## src/rtl/vanish_pkg.sv

```systemverilog
// rtl/vanish_pkg.sv - shared cell codes, player constants and player-to-cell mapping
package vanish_pkg;

    localparam logic [1:0] CELL_EMPTY = 2'b00;
    localparam logic [1:0] CELL_O     = 2'b01;
    localparam logic [1:0] CELL_X     = 2'b10;

    localparam logic PL_O = 1'b0;
    localparam logic PL_X = 1'b1;

    function automatic logic [1:0] player_code(input logic player);
        return (player == PL_X) ? CELL_X : CELL_O;
    endfunction

endpackage

```

## src/rtl/piece_fifo.sv

```systemverilog
// rtl/piece_fifo.sv - per-player FIFO of placed cell positions, oldest at head
//
// Ports:
//   clk, rst (sync active-low), clr (sync clear)
//   push/din  - append a position
//   pop       - drop the head; push+pop together keeps count and rotates
//   head      - oldest position held (0 when empty after reset)
//   count     - entries held, 0..DEPTH
//   full/empty
module piece_fifo #(
    parameter int DEPTH = 3,
    parameter int PW    = 4,
    localparam int CW   = $clog2(DEPTH + 1)
) (
    input  logic          clk,
    input  logic          rst,
    input  logic          clr,
    input  logic          push,
    input  logic          pop,
    input  logic [PW-1:0] din,
    output logic [PW-1:0] head,
    output logic [CW-1:0] count,
    output logic          full,
    output logic          empty
);

    localparam int PTRW = (DEPTH > 1) ? $clog2(DEPTH) : 1;

    logic [PW-1:0]   mem [DEPTH];
    logic [PTRW-1:0] wr_ptr;
    logic [PTRW-1:0] rd_ptr;
    logic            do_pop;

    // DEPTH need not be a power of two, so wrap explicitly.
    function automatic logic [PTRW-1:0] next_ptr(input logic [PTRW-1:0] p);
        return (p == PTRW'(DEPTH - 1)) ? '0 : p + 1'b1;
    endfunction

    assign do_pop = pop && !empty;

    always_ff @(posedge clk) begin
        if (!rst || clr) begin
            wr_ptr <= '0;
            rd_ptr <= '0;
            count  <= '0;
            for (int i = 0; i < DEPTH; i++) begin
                mem[i] <= '0;
            end
        end else begin
            if (push) begin
                mem[wr_ptr] <= din;
                wr_ptr      <= next_ptr(wr_ptr);
            end
            if (do_pop) begin
                rd_ptr <= next_ptr(rd_ptr);
            end
            if (push && !do_pop) begin
                count <= count + 1'b1;
            end else if (do_pop && !push) begin
                count <= count - 1'b1;
            end
        end
    end

    assign head  = mem[rd_ptr];
    assign full  = (count == CW'(DEPTH));
    assign empty = (count == '0);

endmodule

```

## src/rtl/vanish_board_recorder.sv

```systemverilog
// rtl/vanish_board_recorder.sv - board-state recorder for vanishing-pieces tic-tac-toe
//
// Optional feature macro: VANISH_PREVIEW_EN (adds vanish_o/x and vanish_o/x_vld).
// Ports:
//   clk, rst (sync active-low), clr (sync new-game clear)
//   mv_valid/mv_player/mv_pos - move request
//   board   - packed grid, cell i at [2i+1:2i]
//   turn    - player expected next
//   acc/rej - one-cycle move verdict pulses
//   cnt_o/cnt_x - pieces recorded per player
//   vanish_* - FIFO head previews (VANISH_PREVIEW_EN only)
module vanish_board_recorder
    import vanish_pkg::*;
#(
    parameter int CELLS      = 9,
    parameter int DEPTH      = 3,
    parameter int VANISH_OWN = 1,
    parameter int FIRST      = 0,
    parameter int PW         = $clog2(CELLS),
    localparam int CW        = $clog2(DEPTH + 1)
) (
    input  logic               clk,
    input  logic               rst,
    input  logic               clr,
    input  logic               mv_valid,
    input  logic               mv_player,
    input  logic [PW-1:0]      mv_pos,
    output logic [2*CELLS-1:0] board,
    output logic               turn,
    output logic               acc,
    output logic               rej,
    output logic [CW-1:0]      cnt_o,
`ifdef VANISH_PREVIEW_EN
    output logic [CW-1:0]      cnt_x,
    output logic [PW-1:0]      vanish_o,
    output logic [PW-1:0]      vanish_x,
    output logic               vanish_o_vld,
    output logic               vanish_x_vld
`else
    output logic [CW-1:0]      cnt_x
`endif
);

    logic [1:0]    cells [CELLS];
    logic          turn_q;
    logic          acc_q;
    logic          rej_q;

    logic [PW-1:0] head_o, head_x;
    logic          full_o, full_x;
    logic          empty_o, empty_x;

    logic          in_range;
    logic [1:0]    target;
    logic          legal;
    logic          take;
    logic          mover_full, opp_full, mover_empty, opp_empty;
    logic [PW-1:0] mover_head, opp_head;
    logic          pop_mover, pop_opp;
    logic          push_o, push_x, pop_o, pop_x;
    logic          clear_en;
    logic [PW-1:0] clear_pos;

    always_comb begin
        in_range    = ({1'b0, mv_pos} < (PW + 1)'(CELLS));
        target      = in_range ? cells[mv_pos] : CELL_X;
        legal       = mv_valid && (mv_player == turn_q) && in_range && (target == CELL_EMPTY);
        take        = legal && !clr;

        mover_full  = (turn_q == PL_X) ? full_x  : full_o;
        opp_full    = (turn_q == PL_X) ? full_o  : full_x;
        mover_empty = (turn_q == PL_X) ? empty_x : empty_o;
        opp_empty   = (turn_q == PL_X) ? empty_o : empty_x;
        mover_head  = (turn_q == PL_X) ? head_x  : head_o;
        opp_head    = (turn_q == PL_X) ? head_o  : head_x;

        // A full mover always drops its oldest record so its FIFO never
        // exceeds DEPTH. In own mode that piece leaves the board too; in
        // opponent mode the record is dropped but the piece stays, and the
        // count saturates at DEPTH.
        pop_mover   = take && mover_full && !mover_empty;
        pop_opp     = (VANISH_OWN == 0) && take && mover_full && opp_full && !opp_empty;

        push_o      = take && (turn_q == PL_O);
        push_x      = take && (turn_q == PL_X);
        pop_o       = (turn_q == PL_O) ? pop_mover : pop_opp;
        pop_x       = (turn_q == PL_X) ? pop_mover : pop_opp;

        if (VANISH_OWN != 0) begin
            clear_en  = pop_mover;
            clear_pos = mover_head;
        end else begin
            clear_en  = pop_opp;
            clear_pos = opp_head;
        end
    end

    always_ff @(posedge clk) begin
        if (!rst || clr) begin
            for (int i = 0; i < CELLS; i++) begin
                cells[i] <= CELL_EMPTY;
            end
            turn_q <= (FIRST != 0) ? PL_X : PL_O;
            acc_q  <= 1'b0;
            rej_q  <= 1'b0;
        end else begin
            acc_q <= legal;
            rej_q <= mv_valid && !legal;
            if (take) begin
                // The vanishing cell is occupied, so it never equals mv_pos.
                if (clear_en) begin
                    cells[clear_pos] <= CELL_EMPTY;
                end
                cells[mv_pos] <= player_code(turn_q);
                turn_q        <= ~turn_q;
            end
        end
    end

    piece_fifo #(.DEPTH(DEPTH), .PW(PW)) u_fifo_o (
        .clk   (clk),
        .rst   (rst),
        .clr   (clr),
        .push  (push_o),
        .pop   (pop_o),
        .din   (mv_pos),
        .head  (head_o),
        .count (cnt_o),
        .full  (full_o),
        .empty (empty_o)
    );

    piece_fifo #(.DEPTH(DEPTH), .PW(PW)) u_fifo_x (
        .clk   (clk),
        .rst   (rst),
        .clr   (clr),
        .push  (push_x),
        .pop   (pop_x),
        .din   (mv_pos),
        .head  (head_x),
        .count (cnt_x),
        .full  (full_x),
        .empty (empty_x)
    );

    always_comb begin
        board = '0;
        for (int i = 0; i < CELLS; i++) begin
            board[2*i +: 2] = cells[i];
        end
    end

    assign turn = turn_q;
    assign acc  = acc_q;
    assign rej  = rej_q;

`ifdef VANISH_PREVIEW_EN
    assign vanish_o     = head_o;
    assign vanish_x     = head_x;
    assign vanish_o_vld = (VANISH_OWN != 0) ? full_o : (full_o && full_x);
    assign vanish_x_vld = (VANISH_OWN != 0) ? full_x : (full_o && full_x);
`endif

endmodule

```

## config.mk

```make
export PLATFORM = sky130hd
export DESIGN_NAME = vanish_board_recorder
export DESIGN_NICKNAME = d
export VERILOG_FILES = /design/src/rtl/vanish_pkg.sv /design/src/rtl/piece_fifo.sv /design/src/rtl/vanish_board_recorder.sv
export SDC_FILE = /design/constraint.sdc
export NUM_CORES = 1
export LEC_CHECK = 0
export ABC_AREA = 1
export CAP_MARGIN = 15
export CELL_PAD_IN_SITES_DETAIL_PLACEMENT = 1
export CELL_PAD_IN_SITES_GLOBAL_PLACEMENT = 2
export CORE_MARGIN = 4
export CORE_UTILIZATION = 37
export DETAILED_ROUTE_END_ITERATION = 8
export PLACE_DENSITY = 0.92
export SYNTH_ARGS = -nofsm -noshare
export SYNTH_HDL_FRONTEND = slang
export SYNTH_SLANG_ARGS = --single-unit
export TNS_END_PERCENT = 30
```

## constraint.sdc

```tcl
create_clock -name clk -period 4.3 [get_ports clk]
set_input_delay 0.43 -clock clk [delete_from_list [all_inputs] [get_ports clk]]
set_output_delay 0.43 -clock clk [all_outputs]
set_load 0.05 [all_outputs]
```

# Word-level counts from Yosys, hierarchy flattened
# Memories as Yosys holds them, arrays and structs flattened. A register that Yosys moved wholly into a read port is not among the register bits.
# Index checks and enable logic that the tools add are counted.
[totals] ff_bits=15 ram_bits=42 inputBits=9 mem_count=3
[op_classes] add_sub_neg=8 mux=46 reduce_logical=35 eq_ne=7 bitwise_logic=1 n_lt_le_gt_ge=1
[mem_list] name="cells" words=9 word_bits=2 read_ports=10 rd_ports_with_merged_regs=0 write_ports=9 line="vanish_board_recorder.sv:44" rtl="logic [1:0] cells [CELLS];"
[mem_list] name="u_fifo_o.mem" words=3 word_bits=4 read_ports=1 rd_ports_with_merged_regs=1 write_ports=3 line="piece_fifo.sv:29" rtl="logic [PW-1:0] mem [DEPTH];"
[mem_list] name="u_fifo_x.mem" words=3 word_bits=4 read_ports=1 rd_ports_with_merged_regs=1 write_ports=3 line="piece_fifo.sv:29"
[op_table] op="2-to-1 mux 2 bit" count=18
[op_table] op="2-to-1 mux 1 bit" count=23
[op_table] op="2-to-1 mux 4 bit" count=5
[op_table] op="logical AND 1 bit" count=15
[op_table] op="adder 2 x 1 -> 2 bit, second input constant" count=6
[op_table] op="== test 2 bit, second input constant" count=6
[op_table] op="zero test 1 bit" count=10
[op_table] op="OR reduction 4 bit" count=2
[op_table] op="zero test 2 bit" count=3
[op_table] op="< comparator 4 bit, second input constant" count=1
[op_table] op="nonzero test 2 bit" count=2
[op_table] op="OR reduction 2 bit" count=2
[op_table] op="subtractor 2 x 1 -> 2 bit, second input constant" count=2
[op_table] op="== test 1 bit" count=1
[op_table] op="logical OR 1 bit" count=1
[op_table] op="inverter 1 bit" count=1

# Logic depth before layout (Yosys ltp)
# Gate-level depths: netlist of run 1.
[logic_depth] depth_word=13 mapped_depth=17 mapped_depth_nobuf=17

# Cells and area by module
# Synthesis of run 1 repeated with hierarchy kept, for this count alone.
[unflattened] cells_unflattened=421 area_unflattened_um2=3578.4
[by_module_without_submodules] module="piece_fifo" area_per_inst_um2=1047.3 n_inst=2 seq_area_each_um2=640.6 cells_each=110
[by_module_without_submodules] module="vanish_board_recorder" area_per_inst_um2=1483.9 n_inst=1 seq_area_each_um2=600.6 cells_each=201

# Worst setup path after synthesis of run 1
# Ideal clock, no wire load.
[synth_path] kind="reg-to-reg" startpoint="reg turn_q (netlist: turn)" endpoint="reg u_fifo_x.count[1]" synth_period_minus_slack_ns=2.717 required_time_ns=4.178 setup_time_ns=0.122 t_arrival_ns=2.594 stages_incl_launch_ff=15 slack_ns=1.583 path_cell_list="dfxtp_1 > buf_2 > inv_1 > nand2_1 > nand2_1 > nor2_1 > nand2_1 > a21oi_2 > nand4_2 > or2_2 > ha_1 > a21oi_1 > o21ai_0 > o21ai_0 > a21oi_1"
[synth_between] elab_chain_cells=12 word_cells_on_any_way=19
[synth_lines] element="start: declaration" line="vanish_board_recorder.sv:45" rtl="logic turn_q;"
[synth_lines] element="start signal: assignment" line="vanish_board_recorder.sv:103" rtl="turn_q <= (FIRST != 0) ? PL_X : PL_O;"
[synth_lines] element="start signal: assignment" line="vanish_board_recorder.sv:115" rtl="turn_q <= ~turn_q;"
[synth_lines] element="== test 1 bit" line="vanish_board_recorder.sv:67" rtl="legal = mv_valid && (mv_player == turn_q) && in_range && (target == CELL_EMPTY);"
[synth_lines] element="logical AND 1 bit (3 in a row)" line="vanish_board_recorder.sv:67"
[synth_lines] element="logical AND 1 bit" line="vanish_board_recorder.sv:68" rtl="take = legal && !clr;"
[synth_lines] element="logical AND 1 bit (2 in a row)" line="vanish_board_recorder.sv:81" rtl="pop_mover = take && mover_full && !mover_empty;"
[synth_lines] element="2-to-1 mux 1 bit" line="vanish_board_recorder.sv:87" rtl="pop_x = (turn_q == PL_X) ? pop_mover : pop_opp;"
[synth_lines] element="logical AND 1 bit" line="piece_fifo.sv:39" rtl="assign do_pop = pop && !empty;"
[synth_lines] element="zero test 1 bit" line="piece_fifo.sv:57" rtl="if (push && !do_pop) begin"
[synth_lines] element="logical AND 1 bit" line="piece_fifo.sv:57"
[synth_lines] element="2-to-1 mux 2 bit / nonzero test 2 bit (equally long branches)"
[synth_lines] element="end signal: assignment" line="piece_fifo.sv:58" rtl="count <= count + 1'b1;"
[synth_lines] element="end signal: assignment" line="piece_fifo.sv:60" rtl="count <= count - 1'b1;"
[synth_lines] element="end: declaration" line="piece_fifo.sv:22" rtl="output logic [CW-1:0] count,"
# Parallel ways exist; a longest one is shown, timed or not.
# A chain may end at the register's enable or synchronous reset.

# Worst setup path in the final report of run 1
[layout_path] startpoint="in mv_pos[1]" endpoint="reg u_fifo_x.count[1]"
[layout_between] elab_chain_cells=12 word_cells_on_any_way=18
[layout_lines] element="start: declaration" line="vanish_board_recorder.sv:27" rtl="input logic [PW-1:0] mv_pos,"
[layout_lines] element="memory read (9 x 2 bit) / < comparator 4 bit (equally long branches)"
[layout_lines] element="2-to-1 mux 2 bit" line="vanish_board_recorder.sv:66" rtl="target = in_range ? cells[mv_pos] : CELL_X;"
[layout_lines] element="zero test 2 bit" line="vanish_board_recorder.sv:67"
[layout_lines] element="logical AND 1 bit (*)" line="vanish_board_recorder.sv:67"
[layout_lines] element="logical AND 1 bit (*)" line="vanish_board_recorder.sv:68"
[layout_lines] element="logical AND 1 bit (2 in a row)" line="vanish_board_recorder.sv:81"
[layout_lines] element="2-to-1 mux 1 bit" line="vanish_board_recorder.sv:87"
[layout_lines] element="logical AND 1 bit" line="piece_fifo.sv:39"
[layout_lines] element="zero test 1 bit" line="piece_fifo.sv:57"
[layout_lines] element="logical AND 1 bit" line="piece_fifo.sv:57"
[layout_lines] element="2-to-1 mux 2 bit / nonzero test 2 bit (equally long branches)"
# Every way passes the cells marked *; elsewhere a longest branch is shown, timed or not.

==> results by group, run 1 <==
Outcome
  • Status: complete, no violations

Synthesis
  • Synthesized area: 3480 sq um
  • Synth Area in XOR/XNOR: 0
  • Dominant cell type by area after synthesis: edfxtp_1
  • Synth top area share: 0.458
  • Synth cell types: 29
  • Most used DFF post-synth: edfxtp_1
  • Post-synthesis mux area share: 0
  • Mapped Cells: 407
  • Count leader, synth: nand2_1
  • Number of warnings issued by yosys: 0
  • Synth Area in Adders: 0.00720
  • Syn avg cell area: 8.54 sq um
  • Synth cell count leaders: nand2_1 (101), nor2_1 (97), edfxtp_1 (53), o21ai_0 (31), inv_1 (26)
  • Ranking of synthesized cells by area: edfxtp_1 (46%), dfxtp_1 (11%), nand2_1 (11%)
  • Post-synth ARST share: 0
  • Main combinational cell family by area after synthesis: simple AND/OR/NAND/NOR gates
  • Flop and latch count out of synthesis: 72
  • Sequential area share after synthesis: 0.567
  • Compound-Gate Fraction of Synth Area: 0.0799
  • Simple logic cell fraction of the synthesized area: 0.295
  • Post-synth EDFFs: 53

Clocking
  • TritonCTS Sinks: 72
  • Worst skew pair latency: 350 ps
  • Number of H-tree levels: 3
  • Post-CTS setup buffers: 0
  • CTS clk-pin slew, worst paths: 80 ps
  • CTS Buffer Depth: 2
  • Num CTS Buffers: 9
  • Post-cts gate resize count: 0
  • CTS tree: yes
  • Clock root buffer: clkbuf_8
  • # hold bufs at CTS: 0

Layout
  • Share of cells above drive strength 1: 0.0822
  • # nets final: 456
  • Antenna cell count: 0
  • Layout area overhead: 19.0%
  • Final core utilization: 0.450

Worst hold path
  • Hold_sp: u_fifo_x.wr_ptr[1]$_SDFFE_PP0P_
  • Worst Hold End: u_fifo_x.wr_ptr[1]$_SDFFE_PP0P_
  • Hold WC Path Type: reg -> reg
  • Worst Hold Path Cells: 2

Worst setup path
  • Critical path's slowest cell: clkdlybuf4s50_1
  • CP Launch Type: input pin
  • Slowest cell delay on critical path: 650 ps
  • CP Max Fanout: 13
  • Buf/Inv on CP: 2
  • WS Path Type: in -> reg
  • Sequence of cells on the critical path: clkdlybuf4s50_1 -> inv_2 -> nand2_1 -> o21ai_1 -> nand2_1 -> a21oi_2 -> nand4_2 -> or2_2 -> ha_1 -> a21oi_1 -> o21ai_0 -> o21ai_0 -> a21oi_1
  • CP Data Arrival Time: 3350 ps
  • Worst R2R Start: turn$_SDFFE_PP0N_
  • R2R depth: 13
  • Worst EP required: 4550 ps
  • R2R Path End: u_fifo_x.count[1]$_SDFFE_PP0P_
  • CP top delay family: buffers and inverters
  • R2r setup slk: 1300 ps
  • Crit. End Element: flip-flop

STA
  • Tcrit/Tclk final: 0.721
  • Final Hold Viols: 0
  • Worst Max-Slew Pin Slew: 836 ps
  • Max-slew violations: 0
  • RSZ-0062 raised after global routing: no
  • Post-route setup TNS: 0 ps
  • Clock Skew: 6.72 ps
  • Tmin final: 3100 ps
  • Maximum clock rate: 322 MHz
  • Final setup violation count: 0
  • Slew HR: 0.438

Global route
  • Vias in the first global route: 3079
  • Total gr overflow: 0
  • Initial antenna violation count: 0
  • First-pass GRT wire length: 15900 microns
  • Tot GR Track Use: 0.185
  • Pin count of the biggest net entering global routing: 28

Flow run
  • Max cap viols: 0

Floorplan
  • Initial core utilization: 0.378
  • Core ar.: 9200 sq um
  • Site row count: 35
  • Die H: 105 microns
  • Die Wd: 105 microns
  • Die area: 11000 sq um
  • IO Pins: 34

Detailed routing
  • DRT iter0 DRCs: 135
  • WL per Instance: 17.3 microns
  • Vias: 2875
  • Drt pass-1 iters: 4
  • Routed Antenna Nets: 0
  • Routed vias/inst: 5.12
  • DRC violations left: 0
  • Final WL: 9680 microns

Power and ir drop
  • Peak VDD IR: 0.148 mV
  • LEAKAGE: 1.66 nW
  • Pwr Density: 363 nW/um^2

Place
  • GPL Wtd Cong: 0.830
  • Port buffer count: 33
  • DP HPWL: 7320 microns
report_power, final:
group,switching [mW],internal (mW)
Clock,0.269,0.326
Sequential,0.00959,0.761
Combinational,0.0992,0.0384
state kept, by name (all words and copies together) (netlist names), named ones only:
register         flops
acc                  1
u_fifo_x.mem        16
u_fifo_x.rd_ptr      2
u_fifo_o.mem        16
turn                 1
cells               21
u_fifo_o.count       2
u_fifo_o.rd_ptr      2
u_fifo_o.wr_ptr      2
u_fifo_x.count       2
rej                  1
u_fifo_x.wr_ptr      2
layout by cell type (no fill, tap or decap), drive strengths merged, types with 3 or more instances in the layout:
master / synthesis / routed
clkbuf: 5 / 9
nor3: 3 / 3
nand3: 27 / 27
o21bai: 4 / 4
nand2: 102 / 102
nand4: 4 / 4
o211ai: 4 / 4
nor2: 102 / 102
edfxtp: 53 / 53
clkinv: 1 / 4
o21ai: 32 / 32
inv: 30 / 31
buf: 6 / 3
clkdlybuf4s50: 0 / 33
conb: 1 / 3
a21oi: 9 / 9
dfxtp: 19 / 19
area by class of cell:
class / instances / area, sq um
multi-input cells: 295 / 1340
fillers: 1111 / 5060
flip-flops and latches: 72 / 1970
repair buffers: 36 / 353
inverters: 31 / 116
well taps: 111 / 139
clock inverters: 7 / 93.8
clock buffers: 9 / 124
routing by layer:
metal | vias to the layer above | track usage | routed length, microns
li1 | 1413 | - | -
met1 | 1401 | 0.249 | 4700
met2 | 50 | 0.303 | 4580
met3 | 11 | 0.0352 | 304
met4 | 0 | 0.0544 | 95
met5 | - | 0 | 0
logic make-up after synthesis:
family,Yosys count
and+or+nand+nor,240
adders and majority gates,2
other,1
AOI/OAI and AO/OA,50
DFF,72
buffers and inverters,42
how the worst max path moves through the flow:
stage          depth (start not counted)  slack, ps                             end               from
5_1_grt                               13        920  u_fifo_x.count[1]$_SDFFE_PP0P_          mv_pos[1]
3_5_place_dp                          13        880  u_fifo_x.count[1]$_SDFFE_PP0P_          mv_pos[1]
2_1_floorplan                         14       1580  u_fifo_x.count[1]$_SDFFE_PP0P_  turn$_SDFFE_PP0N_
3_3_place_gp                          13        990  u_fifo_x.count[1]$_SDFFE_PP0P_          mv_pos[1]
6_report                              13       1200  u_fifo_x.count[1]$_SDFFE_PP0P_          mv_pos[1]
4_1_cts                               13       1240  u_fifo_x.count[1]$_SDFFE_PP0P_          mv_pos[1]
stage by stage:
stage / std cells / total power [mW] / area, sq um / hold WS, ps / worst slack (ps)
after floorplan: 409 / 0.872 / 3480 / 450 / 1580
after global placement: 545 / 0.920 / 3920 / 462 / 994
after detailed placement: 545 / 0.924 / 3920 / 475 / 882
after CTS: 561 / 1.52 / 4140 / 486 / 1240
after global routing: 561 / 1.56 / 4140 / 527 / 915
final: 561 / 1.50 / 4140 / 493 / 1200
tightest hold or removal path, stage by stage (launching register included):
cell     delay [ps]
dfxtp_1         340
nand2_1          70
nand2_1          40
Power figures use the tool's default switching activity.
==> run 2: changes to the inputs <==
- CORE_UTILIZATION: 37 -> 31
- PLACE_DENSITY: 0.92 -> 0.83
- clock period: 4.3 -> 2.65 ns (I/O delays scaled with it)
==> run 2 against run 1 <==
Sequential power increased by 62%. Largest power group unchanged. Core utilization decreased by 5.1 points. Via count increased by 2.2%. Register-to-register slack got worse by 990 ps. Combinational power increased by 78%. Critical path depth increased by 3. Setup slack got worse by 880 ps. Die area increased by 18%. Routed wire length decreased by 0.59%.
==> results by group, run 2 (synthesized netlist as in run 1, its figures left out) <==
Layout
  • FF/Latch Area: 1970 sq um (about the same)
  • Max FFs per register: 21 (unchanged)
  • Cell Count, Final, Fillers Out: 617 (was 561)
  • Biggest register: cells (unchanged)
  • Largest regs: cells x21, u_fifo_o.mem x16, u_fifo_x.mem x16 (unchanged)
  • Antenna cell count: 0 (unchanged)
  • Most common cell after layout, fill and taps aside: nand2_1 (unchanged)
  • Multi-input logic area: 1340 sq um (unchanged)
  • # nets final: 483 (was 456)
  • Fin area: 4350 sq um (was 4140 sq um)
  • Share of cells above drive strength 1: 0.138 (was 0.0822)
  • Fillers: 1317 (was 1111)
  • Final core utilization: 0.399 (was 0.450)
  • Most frequent cells in the layout: nand2_1 (101), nor2_1 (97), edfxtp_1 (53) (unchanged)
  • Layout area overhead: 25.0% (was 19.0%)

Worst setup path
  • R2r setup slk: 310 ps (was 1300 ps)
  • CP Launch Type: input pin (unchanged)
  • CP Max Fanout: 12 (was 13)
  • Buf/Inv on CP: 2 (unchanged)
  • WS Path Type: in -> reg (unchanged)
  • Sequence of cells on the critical path: clkdlybuf4s50_1 -> buf_4 -> nand2_1 -> nand2_1 -> nand2_1 -> nand2_1 -> nand2_1 -> nand2_1 -> nor2_2 -> nand4_2 -> or2_2 -> ha_1 -> a21oi_1 -> o21ai_0 -> o21ai_0 -> a21oi_1 (was clkdlybuf4s50_1 -> inv_2 -> nand2_1 -> o21ai_1 -> nand2_1 -> a21oi_2 -> nand4_2 -> or2_2 -> ha_1 -> a21oi_1 -> o21ai_0 -> o21ai_0 -> a21oi_1)
  • R2R depth: 13 (unchanged)
  • Slowest cell delay on critical path: 430 ps (was 650 ps)
  • R2R Path End: u_fifo_x.count[1]$_SDFFE_PP0P_ (unchanged)
  • CP top delay family: simple AND/OR/NAND/NOR gates (was buffers and inverters)
  • Crit path launch: mv_pos[0] (was mv_pos[1])
  • CP Data Arrival Time: 2580 ps (was 3350 ps)
  • Critical Path End: u_fifo_x.count[1]$_SDFFE_PP0P_ (unchanged)
  • Worst R2R Start: turn$_SDFFE_PP0N_ (unchanged)
  • Crit. End Element: flip-flop (unchanged)
  • Worst EP required: 2890 ps (was 4550 ps)
  • Most frequent CP cell: nand2_1
  • Critical path's slowest cell: clkdlybuf4s50_1 (unchanged)
  • WP depth: 16 (was 13)

STA
  • Hold WS: 498 ps (was 493 ps)
  • Post-route setup TNS: 0 ps (unchanged)
  • Worst Max-Slew Pin Slew: 574 ps (was 836 ps)
  • Final setup violation count: 0 (unchanged)
  • Max-slew violations: 0 (unchanged)
  • RSZ-0062 raised after global routing: no (unchanged)
  • Tmin final: 2340 ps
  • Maximum clock rate: 428 MHz
  • Final Hold Viols: 0 (unchanged)
  • Clock Skew: 14.1 ps (was 6.72 ps)
  • Post-route setup slack: 315 ps (was 1200 ps)
  • Tcrit/Tclk final: 0.881
  • Slew HR: 0.613 (was 0.438)

Clocking
  • CTS Buffer Depth: 2 (unchanged)
  • CTS tree: yes (unchanged)
  • Post-CTS setup buffers: 0 (unchanged)
  • Number of H-tree levels: 3 (unchanged)
  • Clock root buffer: clkbuf_8 (unchanged)
  • TritonCTS Sinks: 72 (unchanged)
  • Num CTS Buffers: 9 (unchanged)
  • CTS clk-pin slew, worst paths: 90 ps (was 80 ps)
  • Worst skew pair latency: 360 ps (was 350 ps)

Floorplan
  • Site row count: 38 (was 35)
  • Initial core utilization: 0.319 (was 0.378)
  • Die area: 13000 sq um (was 11000 sq um)
  • Core ar.: 10900 sq um (was 9200 sq um)
  • Die H: 114 microns (was 105 microns)
  • Die Wd: 114 microns (was 105 microns)
  • IO Pins: 34 (unchanged)

Power and ir drop
  • Combinational Power Share: 0.106 (was 0.092)
  • Clock power frac: 0.357 (was 0.396)
  • Cell Int Power: 1.69 mW (was 1.13 mW)
  • LEAKAGE: 1.79 nW (was 1.66 nW)
  • Seq pwr share: 0.537 (was 0.513)
  • P_sw: 0.633 mW (was 0.377 mW)
  • Switching power share of the total: 0.272 (was 0.251)
  • Pwr Density: 535 nW/um^2 (was 363 nW/um^2)
  • Peak VDD IR: 0.194 mV (was 0.148 mV)
  • Pwr Total: 2.32 mW (was 1.50 mW)

Global route
  • Total gr overflow: 0 (unchanged)
  • Vias in the first global route: 3077 (was 3079)
  • Pin count of the biggest net entering global routing: 28 (unchanged)
  • Tot GR Track Use: 0.158 (was 0.185)
  • First-pass GRT wire length: 15600 microns (was 15900 microns)
  • Initial antenna violation count: 0 (unchanged)

Place
  • Port buffer count: 33 (unchanged)
  • Placed cell area: 4160 sq um (was 3920 sq um)
  • Pre-CTS setup slack: -89.8 ps (was 882 ps)
  • DP HPWL: 7520 microns (was 7320 microns)
  • DP Cell Count: 601 (was 545)
  • GPL Wtd Cong: 0.838 (was 0.830)

Detailed routing
  • DRT iter0 DRCs: 123 (was 135)
  • Vias: 2938 (was 2875)
  • Drt pass-1 iters: 5 (was 4)
  • DRC violations left: 0 (unchanged)
  • Final WL: 9630 microns (was 9680 microns)
  • Routed Antenna Nets: 0 (unchanged)
  • Routed vias/inst: 4.76 (was 5.12)
  • WL per Instance: 15.6 microns (was 17.3 microns)

Worst hold path
  • Hold WC Path Type: reg -> reg (unchanged)
  • Worst Hold Path Cells: 2 (unchanged)

Outcome
  • Status: complete, no violations (unchanged)

Flow run
  • Max cap viols: 0 (unchanged)
-- run 2: worst min path at each step --
stage / startpoint / slack, ps / to
after CTS: u_fifo_x.wr_ptr[1]$_SDFFE_PP0P_ / 490 / u_fifo_x.wr_ptr[1]$_SDFFE_PP0P_
after global placement: u_fifo_x.wr_ptr[0]$_SDFFE_PP0P_ / 460 / u_fifo_x.wr_ptr[0]$_SDFFE_PP0P_
after floorplan: mv_pos[0] / 360 / u_fifo_o.mem[3][0]$_DFFE_PP_
after global routing: u_fifo_x.wr_ptr[1]$_SDFFE_PP0P_ / 530 / u_fifo_x.wr_ptr[1]$_SDFFE_PP0P_
after detailed placement: u_fifo_x.wr_ptr[1]$_SDFFE_PP0P_ / 480 / u_fifo_x.wr_ptr[1]$_SDFFE_PP0P_
final: u_fifo_x.wr_ptr[1]$_SDFFE_PP0P_ / 500 / u_fifo_x.wr_ptr[1]$_SDFFE_PP0P_
-- run 2: cell type report --
| type | count | area share |
|---|---|---|
| Sequential cell | 72 | 0.454 |
| Multi-Input combinational cell | 295 | 0.309 |
| Timing Repair Buffer | 63 | 0.128 |
| Tap cell | 140 | 0.0403 |
| Clock buffer | 10 | 0.0317 |
| Inverter | 31 | 0.0268 |
| Clock inverter | 6 | 0.0109 |
-- run 2: worst min-delay path: cells and delay by family, from the launching register on --
family	cells	cell delay, ps
flip-flops	1	340
AND/OR/NAND/NOR	2	120
-- run 2: power by group through the flow --
stage,clock network [mW],registers (mW),logic [mW]
after floorplan,0,1.32,0.0956
after global placement,0,1.27,0.243
after detailed placement,0,1.27,0.247
after CTS,0.858,1.25,0.248
after global routing,0.900,1.25,0.270
final,0.830,1.25,0.246
-- run 2: routing by layer --
layer	track usage	wire length (microns)	vias to the layer above
li1	-	-	1477
met1	0.202	4400	1413
met2	0.267	4760	40
met3	0.0308	376	8
met4	0.0586	92	0
met5	0	0	-
-- run 2: repair_timing --
| item | CTS | global route |
|---|---|---|
| resized for setup | 0 | 4 |
| endpoints found under the setup margin | 0 | 18 |
| hold endpoints to repair | 0 | 0 |
| hold buffers | 0 | 0 |
==> run 3: changes to the inputs <==
- SYNTH_HIERARCHICAL: unset -> 1
==> run 3 against run 2 <==
Power increased by 14%. Clock skew decreased by 5.1 ps. Register-to-register slack got worse by 120 ps. Routed wire length increased by 6.2%. Worst hold slack got worse by 52 ps.
==> results by group, run 3 <==
STA
  • RSZ-0062 raised after global routing: no (unchanged)
  • Tcrit/Tclk final: 0.928 (was 0.881)
  • Max-slew violations: 0 (unchanged)
  • Hold WS: 446 ps (was 498 ps)
  • Final Hold Viols: 0 (unchanged)
  • Post-route setup TNS: 0 ps (unchanged)
  • Worst Max-Slew Pin Slew: 513 ps (was 574 ps)
  • Clock Skew: 9.07 ps (was 14.1 ps)
  • Tmin final: 2460 ps (was 2340 ps)
  • Slew HR: 0.657 (was 0.613)
  • Final setup violation count: 0 (unchanged)
  • Maximum clock rate: 407 MHz (was 428 MHz)

Worst setup path
  • CP Data Arrival Time: 2510 ps (was 2580 ps)
  • WS Path Type: reg -> reg (was in -> reg)
  • R2R Path End: cells[8][0]$_SDFFCE_PN0P_ (was u_fifo_x.count[1]$_SDFFE_PP0P_)
  • Crit. End Element: flip-flop (unchanged)
  • CP Launch Type: flip-flop (was input pin)
  • Worst EP required: 2700 ps (was 2890 ps)
  • R2R depth: 11 (was 13)
  • R2r setup slk: 190 ps (was 310 ps)
  • CP Max Fanout: 9 (was 12)

Layout
  • Multi-input logic area: 1420 sq um (was 1340 sq um)
  • Fillers: 1344 (was 1317)
  • Cell Count, Final, Fillers Out: 635 (was 617)
  • Largest regs: cells x18, u_fifo_o/mem x16, u_fifo_x/mem x16 (was cells x21, u_fifo_o.mem x16, u_fifo_x.mem x16)
  • Most common cell after layout, fill and taps aside: nor2_1 (was nand2_1)
  • Biggest register: cells (unchanged)
  • # nets final: 501 (was 483)
  • Most frequent cells in the layout: nor2_1 (93), nand2_1 (81), inv_1 (53) (was nand2_1 (101), nor2_1 (97), edfxtp_1 (53))
  • Share of cells above drive strength 1: 0.172 (was 0.138)
  • Antenna cell count: 0 (unchanged)
  • Max FFs per register: 18 (was 21)
  • Layout area overhead: 28.3% (was 25.0%)
  • FF/Latch Area: 1880 sq um (was 1970 sq um)

Power and ir drop
  • LEAKAGE: 1.95 nW (was 1.79 nW)
  • Pwr Density: 578 nW/um^2 (was 535 nW/um^2)
  • Peak VDD IR: 0.343 mV (was 0.194 mV)

Detailed routing
  • Vias: 3080 (was 2938)
  • Routed vias/inst: 4.85 (was 4.76)
  • DRC violations left: 0 (unchanged)
  • Drt pass-1 iters: 4 (was 5)
  • Final WL: 10200 microns (was 9630 microns)
  • Routed Antenna Nets: 0 (unchanged)
  • DRT iter0 DRCs: 111 (was 123)
  • WL per Instance: 16.1 microns (was 15.6 microns)

Floorplan
  • Die area: 13300 sq um (was 13000 sq um)
  • IO Pins: 34 (unchanged)
  • Initial core utilization: 0.323 (was 0.319)
  • Die H: 115 microns (was 114 microns)
  • Die Wd: 115 microns (was 114 microns)
  • Core ar.: 11100 sq um (was 10900 sq um)
  • Site row count: 38 (unchanged)

Worst hold path
  • Worst Hold Path Cells: 2 (unchanged)
  • Hold WC Path Type: in -> reg (was reg -> reg)
  • Hold_sp: mv_pos[1] (was u_fifo_x.wr_ptr[1]$_SDFFE_PP0P_)
  • Worst Hold End: u_fifo_o/mem[3][1]$_DFFE_PP_ (was u_fifo_x.wr_ptr[1]$_SDFFE_PP0P_)

Clocking
  • Number of H-tree levels: 3 (unchanged)
  • TritonCTS Sinks: 69 (was 72)
  • CTS clk-pin slew, worst paths: 60 ps (was 90 ps)
  • CTS Buffer Depth: 2 (unchanged)
  • Post-CTS setup buffers: 0 (unchanged)
  • Worst skew pair latency: 340 ps (was 360 ps)
  • Clock root buffer: clkbuf_16 (was clkbuf_8)
  • Num CTS Buffers: 9 (unchanged)
  • CTS tree: yes (unchanged)

Synthesis
  • Syn avg cell area: 8.50 sq um (was 8.54 sq um)
  • Synth cell types: 31 (was 29)
  • Number of warnings issued by yosys: 6 (was 0)
  • Synth cell count leaders: nor2_1 (94), nand2_1 (81), inv_1 (55), edfxtp_1 (50), o21ai_0 (30) (was nand2_1 (101), nor2_1 (97), edfxtp_1 (53), o21ai_0 (31), inv_1 (26))
  • Compound-Gate Fraction of Synth Area: 0.0836 (was 0.0799)
  • Post-synth ARST share: 0 (unchanged)
  • Post-synth EDFFs: 50 (was 53)
  • Simple logic cell fraction of the synthesized area: 0.293 (was 0.295)
  • Post-synthesis mux area share: 0.00559 (was 0)
  • Synthesized area: 3580 sq um (was 3480 sq um)
  • Synth top area share: 0.420 (was 0.458)
  • Mapped Cells: 421 (was 407)
  • Flop and latch count out of synthesis: 69 (was 72)
  • Dominant cell type by area after synthesis: edfxtp_1 (unchanged)
  • Count leader, synth: nor2_1 (was nand2_1)
  • Synth Area in XOR/XNOR: 0.00245 (was 0)
  • Sequential area share after synthesis: 0.526 (was 0.567)
  • Ranking of synthesized cells by area: edfxtp_1 (42%), dfxtp_1 (11%), nor2_1 (9.9%) (was edfxtp_1 (46%), dfxtp_1 (11%), nand2_1 (11%))
  • Main combinational cell family by area after synthesis: simple AND/OR/NAND/NOR gates (unchanged)
  • Synth Area in Adders: 0.00699 (was 0.00720)
  • Most used DFF post-synth: edfxtp_1 (unchanged)
  • Syn nets: 432

Global route
  • Total gr overflow: 0 (unchanged)
  • Tot GR Track Use: 0.166 (was 0.158)
  • Pin count of the biggest net entering global routing: 13 (was 28)
  • Initial antenna violation count: 0 (unchanged)
  • First-pass GRT wire length: 16800 microns (was 15600 microns)
  • Vias in the first global route: 3368 (was 3077)

Place
  • Port buffer count: 33 (unchanged)
  • DP HPWL: 7960 microns (was 7520 microns)
  • GPL Wtd Cong: 0.814 (was 0.838)
  • DP Cell Count: 619 (was 601)

Outcome
  • Status: complete, no violations (unchanged)

Flow run
  • Max cap viols: 0 (unchanged)
run 3: worst max path at each step:
stage,startpoint,end,slack (ps),cells after the start
floorplan,cells[8][0]$_SDFFCE_PN0P_,u_fifo_o/count[1]$_SDFFE_PP0P_,100,15
global placement,mv_pos[0],u_fifo_o/mem[3][1]$_DFFE_PP_,-290,15
detailed placement,mv_pos[0],u_fifo_o/mem[3][2]$_DFFE_PP_,-290,15
CTS,flip-flop,cells[8][1]$_SDFFCE_PN0P_,3,11
global route,flip-flop,cells[8][0]$_SDFFCE_PN0P_,7,10
finish,flip-flop,cells[8][0]$_SDFFCE_PN0P_,190,11
run 3: logic make-up (layout without fill, tap and decap cells):
group | count (synthesis) | count (layout)
flops | 69 | 69
mux | 2 | 2
xor+xnor | 1 | 1
simple gates | 226 | 226
buf+inv | 70 | 144
fa+ha+maj | 2 | 2
compound gates | 51 | 51
run 3: power by group:
| part | internal, mW | switching [mW] | leakage [nW] |
|---|---|---|---|
| registers | 1.18 | 0.0135 | 0.694 |
| logic | 0.0882 | 0.182 | 1.11 |
| clock network | 0.747 | 0.438 | 0.149 |
run 3: area by class of cell:
| class | instances | area share |
|---|---|---|
| Clock inverter | 5 | 0.0109 |
| Sequential cell | 69 | 0.411 |
| Clock buffer | 11 | 0.0529 |
| Tap cell | 140 | 0.0382 |
| Timing Repair Buffer | 66 | 0.128 |
| Multi-Input combinational cell | 282 | 0.308 |
| Inverter | 62 | 0.0513 |
run 3: timing repair:
item / CTS / global route
hold buffers: 0 / 0
endpoints found under the setup margin: 0 / 27
resized for setup: 0 / 11
run 3: metal layers:
layer / up-vias / track usage / wire (microns)
met3: 22 / 0.0287 / 414
met4: 0 / 0.0728 / 257
li1: 1507 / - / -
met2: 53 / 0.299 / 5400
met1: 1498 / 0.193 / 4150
met5: - / 0 / 0
run 3: metrics by stage:
| step | util | cell area, sq um | worst slack (ps) | total power, mW |
|---|---|---|---|---|
| 4_1_cts | 0.412 | 4560 | 3.47 | 2.68 |
| 2_1_floorplan | - | 3580 | 102 | 1.38 |
| 5_1_grt | 0.414 | 4590 | 6.61 | 2.75 |
| 3_3_place_gp | 0.385 | 4270 | -289 | 1.48 |
| 6_report | 0.414 | 4590 | 192 | 2.65 |
| 3_5_place_dp | 0.385 | 4270 | -293 | 1.49 |
run 3: critical path, stage by stage (launching register included):
cell	delay, ps
dfxtp_2	410
inv_1	150
o21ai_0	200
o22ai_1	130
or2_2	300
o21ai_0	140
inv_1	130
nor2_1	170
inv_1	100
nor3_1	210
nand3_1	120
nand2_1	110
